$ cat src/rtl/audio_stream_pkg.sv
// Shared types and helpers for the flash sample streamer: fetch states,
// lane arithmetic and playback direction encoding.
package audio_stream_pkg;

  typedef enum logic [1:0] {
    IDLE = 2'd0,
    REQ  = 2'd1,
    WAIT = 2'd2
  } fetch_state_e;

  localparam logic DIR_FWD = 1'b1;
  localparam logic DIR_BWD = 1'b0;

  function automatic int lanes_f(input int data_w, input int sample_w);
    return data_w / sample_w;
  endfunction

  // Lane counter width; a single-lane word still gets a 1-bit counter.
  function automatic int lane_bits_f(input int lanes);
    int bits;
    bits = 1;
    while ((1 << bits) < lanes) bits++;
    return bits;
  endfunction

endpackage

$ cat src/rtl/word_fifo2.sv
// Two-entry FIFO of {dir, word}; head is the word currently being played.
// Flush wins over push and pop; push into a full FIFO is only taken alongside a pop.
module word_fifo2 #(
  parameter int WORD_W = 33
) (
  input  logic              clk,
  input  logic              reset,
  input  logic              push_i,
  input  logic [WORD_W-1:0] push_data_i,
  input  logic              pop_i,
  input  logic              flush_i,
  output logic [WORD_W-1:0] head_o,
  output logic [1:0]        count_o
);

  logic [WORD_W-1:0] mem_q [2];
  logic              rd_ptr_q, rd_ptr_d;
  logic              wr_ptr_q, wr_ptr_d;
  logic [1:0]        count_q, count_d;
  logic              do_push, do_pop;

  assign do_pop  = pop_i && (count_q != 2'd0);
  assign do_push = push_i && ((count_q != 2'd2) || do_pop);

  always_comb begin
    rd_ptr_d = rd_ptr_q;
    wr_ptr_d = wr_ptr_q;
    count_d  = count_q;
    if (flush_i) begin
      rd_ptr_d = 1'b0;
      wr_ptr_d = 1'b0;
      count_d  = 2'd0;
    end else begin
      if (do_push) wr_ptr_d = ~wr_ptr_q;
      if (do_pop)  rd_ptr_d = ~rd_ptr_q;
      case ({do_push, do_pop})
        2'b10:   count_d = count_q + 2'd1;
        2'b01:   count_d = count_q - 2'd1;
        default: count_d = count_q;
      endcase
    end
  end

  always_ff @(posedge clk) begin
    if (reset) begin
      rd_ptr_q <= 1'b0;
      wr_ptr_q <= 1'b0;
      count_q  <= 2'd0;
    end else begin
      rd_ptr_q <= rd_ptr_d;
      wr_ptr_q <= wr_ptr_d;
      count_q  <= count_d;
    end
  end

  always_ff @(posedge clk) begin
    if (do_push && !flush_i) mem_q[wr_ptr_q] <= push_data_i;
  end

  assign head_o  = mem_q[rd_ptr_q];
  assign count_o = count_q;

endmodule

$ cat src/rtl/flash_sample_streamer.sv
// Streams SAMPLE_W-wide samples out of packed flash words, one per strobe,
// forward or backward over [START_ADDR, END_ADDR] with pause and restart.
module flash_sample_streamer
  import audio_stream_pkg::*;
#(
  parameter int                ADDR_W     = 23,
  parameter int                DATA_W     = 32,
  parameter int                SAMPLE_W   = 16,
  parameter logic [ADDR_W-1:0] START_ADDR = '0,
  parameter logic [ADDR_W-1:0] END_ADDR   = 23'h7FFFF
) (
  input  logic                  clk,
  input  logic                  reset,
  input  logic                  kybrd_forward,
  input  logic                  kybrd_pause,
  input  logic                  kybrd_restart,
  input  logic                  startsamplenow,
  output logic [ADDR_W-1:0]     flsh_address,
  output logic                  flsh_read,
  input  logic                  flsh_waitrequest,
  input  logic [DATA_W-1:0]     flsh_readdata,
  input  logic                  flsh_readdatavalid,
  output logic [DATA_W/8-1:0]   flsh_byteenable,
  output logic [SAMPLE_W-1:0]   audio_data,
  output logic                  sample_valid,
  output logic                  underrun
);

  localparam int                LANES     = lanes_f(DATA_W, SAMPLE_W);
  localparam int                LANE_W    = lane_bits_f(LANES);
  localparam logic [LANE_W-1:0] LAST_LANE = LANE_W'(LANES - 1);

  function automatic logic [ADDR_W-1:0] step_addr(input logic [ADDR_W-1:0] a,
                                                  input logic fwd);
    if (fwd == DIR_FWD) return (a == END_ADDR) ? START_ADDR : a + 1'b1;
    else                return (a == START_ADDR) ? END_ADDR : a - 1'b1;
  endfunction

  function automatic logic [ADDR_W-1:0] base_addr(input logic fwd);
    return (fwd == DIR_BWD) ? END_ADDR : START_ADDR;
  endfunction

  fetch_state_e          state_q, state_d;
  logic [ADDR_W-1:0]     addr_q, addr_d;
  logic                  pend_dir_q, pend_dir_d;
  logic                  discard_q, discard_d;
  logic [LANE_W-1:0]     lane_q, lane_d;
  logic [SAMPLE_W-1:0]   audio_q, audio_d;
  logic                  valid_q, valid_d;
  logic                  underrun_q, underrun_d;

  logic                  accept;
  logic                  fifo_push, fifo_pop;
  logic [DATA_W:0]       fifo_head;
  logic [1:0]            fifo_count;
  logic                  head_dir;
  logic [DATA_W-1:0]     head_word;
  logic [LANE_W-1:0]     lane_sel;
  logic [SAMPLE_W-1:0]   head_sample;

  word_fifo2 #(.WORD_W(DATA_W + 1)) u_fifo (
    .clk         (clk),
    .reset       (reset),
    .push_i      (fifo_push),
    .push_data_i ({pend_dir_q, flsh_readdata}),
    .pop_i       (fifo_pop),
    .flush_i     (kybrd_restart),
    .head_o      (fifo_head),
    .count_o     (fifo_count)
  );

  assign accept = (state_q == REQ) && !flsh_waitrequest;

  // Fetch FSM and address counter
  always_comb begin
    state_d    = state_q;
    addr_d     = addr_q;
    pend_dir_d = pend_dir_q;
    discard_d  = discard_q;
    fifo_push  = 1'b0;
    case (state_q)
      IDLE: begin
        if ((fifo_count < 2'd2) || kybrd_restart) state_d = REQ;
      end
      REQ: begin
        if (accept) begin
          state_d    = WAIT;
          pend_dir_d = kybrd_forward;
          // Accepted in the restart cycle: the word belongs to the old stream.
          if (kybrd_restart) discard_d = 1'b1;
        end else if (kybrd_restart) begin
          state_d = IDLE;
        end
      end
      WAIT: begin
        if (flsh_readdatavalid) begin
          state_d   = IDLE;
          discard_d = 1'b0;
          fifo_push = !discard_q && !kybrd_restart;
        end else if (kybrd_restart) begin
          discard_d = 1'b1;
        end
      end
      default: state_d = IDLE;
    endcase
    if (kybrd_restart)  addr_d = base_addr(kybrd_forward);
    else if (accept)    addr_d = step_addr(addr_q, kybrd_forward);
  end

  assign head_dir  = fifo_head[DATA_W];
  assign head_word = fifo_head[DATA_W-1:0];
  assign lane_sel  = (head_dir == DIR_FWD) ? lane_q : LAST_LANE - lane_q;

  always_comb begin
    head_sample = '0;
    for (int i = 0; i < LANES; i++) begin
      if (int'(lane_sel) == i) head_sample = head_word[i*SAMPLE_W +: SAMPLE_W];
    end
  end

  // Strobe handling: lane counter, pop and output registers
  always_comb begin
    lane_d     = lane_q;
    audio_d    = audio_q;
    valid_d    = 1'b0;
    underrun_d = 1'b0;
    fifo_pop   = 1'b0;
    if (kybrd_restart) begin
      lane_d = '0;
    end else if (startsamplenow && !kybrd_pause) begin
      if (fifo_count == 2'd0) begin
        underrun_d = 1'b1;
      end else begin
        audio_d = head_sample;
        valid_d = 1'b1;
        if (lane_q == LAST_LANE) begin
          lane_d   = '0;
          fifo_pop = 1'b1;
        end else begin
          lane_d = lane_q + 1'b1;
        end
      end
    end
  end

  always_ff @(posedge clk) begin
    if (reset) begin
      state_q    <= IDLE;
      addr_q     <= START_ADDR;
      pend_dir_q <= DIR_FWD;
      discard_q  <= 1'b0;
      lane_q     <= '0;
      audio_q    <= '0;
      valid_q    <= 1'b0;
      underrun_q <= 1'b0;
    end else begin
      state_q    <= state_d;
      addr_q     <= addr_d;
      pend_dir_q <= pend_dir_d;
      discard_q  <= discard_d;
      lane_q     <= lane_d;
      audio_q    <= audio_d;
      valid_q    <= valid_d;
      underrun_q <= underrun_d;
    end
  end

  assign flsh_address    = addr_q;
  assign flsh_read       = (state_q == REQ);
  assign flsh_byteenable = '1;
  assign audio_data      = audio_q;
  assign sample_valid    = valid_q;
  assign underrun        = underrun_q;

endmodule

$ cat config.mk
export PLATFORM = sky130hd
export DESIGN_NAME = flash_sample_streamer
export DESIGN_NICKNAME = d
export VERILOG_FILES = /design/src/rtl/audio_stream_pkg.sv /design/src/rtl/word_fifo2.sv /design/src/rtl/flash_sample_streamer.sv
export SDC_FILE = /design/constraint.sdc
export NUM_CORES = 1
export LEC_CHECK = 0
export ABC_AREA = 0
export BUFFER_PORTS_ARGS = -buffer_cell sky130_fd_sc_hd__buf_2
export CORE_MARGIN = 3
export CORE_UTILIZATION = 50
export DETAILED_ROUTE_END_ITERATION = 16
export PLACE_DENSITY = 0.86
export SYNTH_ARGS = -nofsm -noshare
export SYNTH_HDL_FRONTEND = slang
export SYNTH_HIERARCHICAL = 1
export SYNTH_SLANG_ARGS = --single-unit
export TNS_END_PERCENT = 10
$ cat constraint.sdc
create_clock -name clk -period 4.89 [get_ports clk]
set_input_delay 0.489 -clock clk [delete_from_list [all_inputs] [get_ports clk]]
set_output_delay 0.489 -clock clk [all_outputs]
set_load 0.02 [all_outputs]
==> results.toml <==
[status]
status = "finished clean"

[routing]
drc = 0
ant_nets = 0
firstDrtPassIters = 7
vias = 4812
wl_mm = 14.4
vias_per_cell = 6.37
drt-initial-drc-count = 724
wire_per_inst_um = 19.0

[grt]
grt_max_degree = 54
grt_usage = 0.223
antenna_found_initial = 1
first_global_vias = 4658
grt.overflow.total = 0
grt_pass1_wl_mm = 23.1

[synthesis]
synthCells = 537
synth-main-ff-cell = "edfxtp_1"
yosys-top-cells-area = "edfxtp_1, dfxtp_1, mux2_2"
synth_top_area_share = 0.337
synth_edf_count = 66
async_reset_ff_frac = 0
synth_area_um2 = 5880
synth_most_common_cell = "edfxtp_1"
synth_top_cell_by_area = "edfxtp_1"
ys_warn_count = 6
ys_seq_area_frac = 0.511
ys_ff_latch = 117
postSynthAreaPerCell_um2 = 10.9
synth_cell_types = 74
yosys-top-cells-count = "edfxtp_1, dfxtp_1, nor2_1"

[worst_setup_path]
crit_type = "reg2reg"
worstSetupStartpointType = "register"
cp_slowest_stage_delay_ns = 1.00
r2r_cells = 6
slowest_stage = "a21oi_1"
cp.required_ns = 5.19
timing.rr.end = "flsh_address[8]"
r2r_slack_ns = 2.11
end_kind = "register"
worstPathArrival_ns = 3.08
cp_max_fo = 16
crit_path_frequent_cell = "a21oi_1"
r2r-start = "flsh_address[1]"
path_cells = "ha_1, and4_1, and3_1, a21oi_1, a21oi_1, o311ai_0"

[floorplan]
fp.dieW_um = 114
pin_count = 86
coreArea_um2 = 11200
die_h_um = 114
start_util = 0.526
die_area_um2 = 13100
rows = 38

[sta]
final-setup-viol-count = 0
hold_viol_final = 0
worstMarginPinSlew_ns = 1.20
fin_skew_ns = 0.00880
rsz0062_at_grt = "false"
slew_headroom = 0.198
finalCritPeriodShare = 0.568
final.setup.worst_slack_ns = 2.11
post-route-min-period_ns = 2.78
clock.fmax_mhz = 360
drv_slew = 0
tns_ns = 0

[clock_network]
post_cts_buffers = 0
cts_root_buf = "clkbuf_16"
clkSlewWorstSetupHoldPaths_ns = 0.06
max-clock-path-buffers = 2
insertion_delay_ns = 0.41
htreeDepth = 4
cts_resized = 0
ctsHoldBuffers = 0
cts_tree = "yes"
cts_sinks = 117
numCtsBuffers = 17

[place]
port_buffers = 81
dp_slack_ns = 2.21
post-dp-hpwl_mm = 9.17
gp_congestion = 0.920

[layout]
nNetsFinal = 646
diodes = 0
drive_above_1_share = 0.284
final_core_util = 0.615
syn_to_final_growth_pct = 16.9

[worst_hold_path]
hp-start = "flsh_readdata[23]"
hold_path_depth = 1
hold_path.class = "in2reg"
hold-path-endpoint = "u_fifo/mem_q[0][23]"

[power]
leakage_nw = 2.53
ir_drop_uv = 389
p_total_w = 0.00249
power.density_nw_per_um2 = 363

[flow_run]
maxCapViolCount = 0
-- power breakdown --
group / switching, W / leakage (nW) / internal (W)
clock: 0.000474 / 0.259 / 0.000667
sequential: 0.0000421 / 1.01 / 0.00106
combinational: 0.000157 / 1.27 / 0.0000987
-- layer usage --
| metal | track usage | part of all wire | vias to the layer above |
|---|---|---|---|
| li1 | - | - | 2189 |
| met1 | 0.271 | 0.40 | 2282 |
| met2 | 0.370 | 0.48 | 288 |
| met3 | 0.0650 | 0.094 | 51 |
| met4 | 0.0950 | 0.028 | 2 |
| met5 | 0 | 0.00049 | - |
-- registers in the layout (all words and copies together) (netlist names), named ones only --
register         cells
u_fifo/mem_q        66
flsh_address        23
audio_data          16
state_q              2
u_fifo/count_o       2
discard_q            1
lane_q               1
pend_dir_q           1
sample_valid         1
u_fifo/rd_ptr_q      1
u_fifo/wr_ptr_q      1
underrun             1
-- logic make-up after synthesis --
logic type	count (synthesis)	share of synthesized area
buffers and inverters	58	0.0456
and+or+nand+nor	165	0.163
muxes	55	0.101
xor gates and xnor gates	14	0.0209
AOI/OAI and AO/OA	124	0.152
adders and majority gates	3	0.00639
DFF	117	0.511
other	1	0.000638
-- worst max path at each step --
stage / cells past startpoint / end / slack, ns / start
global route: 6 / flsh_address[8] / 1.85 / flsh_address[1]
finish: 6 / flsh_address[8] / 2.11 / flsh_address[1]
CTS: 6 / flsh_address[8] / 2.22 / flsh_address[0]
floorplan: 6 / u_fifo/mem_q[1][0] / 0.23 / kybrd_restart
global placement: 7 / u_fifo/mem_q[1][28] / 2.27 / kybrd_restart
detailed placement: 7 / u_fifo/mem_q[1][10] / 2.21 / kybrd_restart
-- area by class of cell --
class	count	area, µm²
fill	863	4300
tap	140	175
inverter	14	52.6
clock buffer	19	443
sequential	117	3000
clock inverter	13	97.6
multi-input combinational	365	2640
timing repair buffer	88	458
-- through the flow --
| step | instances | cell area, µm² | hold slack (ns) |
|---|---|---|---|
| global placement | 724 | 6330 | 0.459 |
| detailed placement | 724 | 6330 | 0.472 |
| floorplan | 540 | 5890 | 0.426 |
| global route | 756 | 6870 | 0.250 |
| CTS | 756 | 6870 | 0.244 |
| finish | 756 | 6870 | 0.259 |
-- cells in the final DEF (no fill, tap or decap), types with 7 or more instances in the layout --
| cell | count |
|---|---|
| and4_1 | 9 |
| buf_4 | 7 |
| a211oi_1 | 19 |
| o21ai_0 | 23 |
| mux2i_1 | 21 |
| nand3_1 | 8 |
| edfxtp_1 | 66 |
| inv_1 | 12 |
| dfxtp_1 | 51 |
| nand2b_1 | 8 |
| nor3_1 | 17 |
| mux2_2 | 32 |
| or3_1 | 7 |
| nor2_1 | 36 |
| nand4_1 | 9 |
| buf_2 | 81 |
| xnor2_1 | 7 |
| clkbuf_16 | 17 |
| a31oi_1 | 8 |
| a21oi_1 | 19 |
| nor4_1 | 12 |
| nand2_1 | 19 |
-- critical path: cells and delay by family, from the launching register on --
| family | cells | cell delay, ns |
|---|---|---|
| flops | 1 | 0.37 |
| compound gates | 3 | 1.44 |
| simple gates | 2 | 0.61 |
| fa+ha+maj | 1 | 0.25 |
No activity file was read; power rests on OpenSTA's default activity.
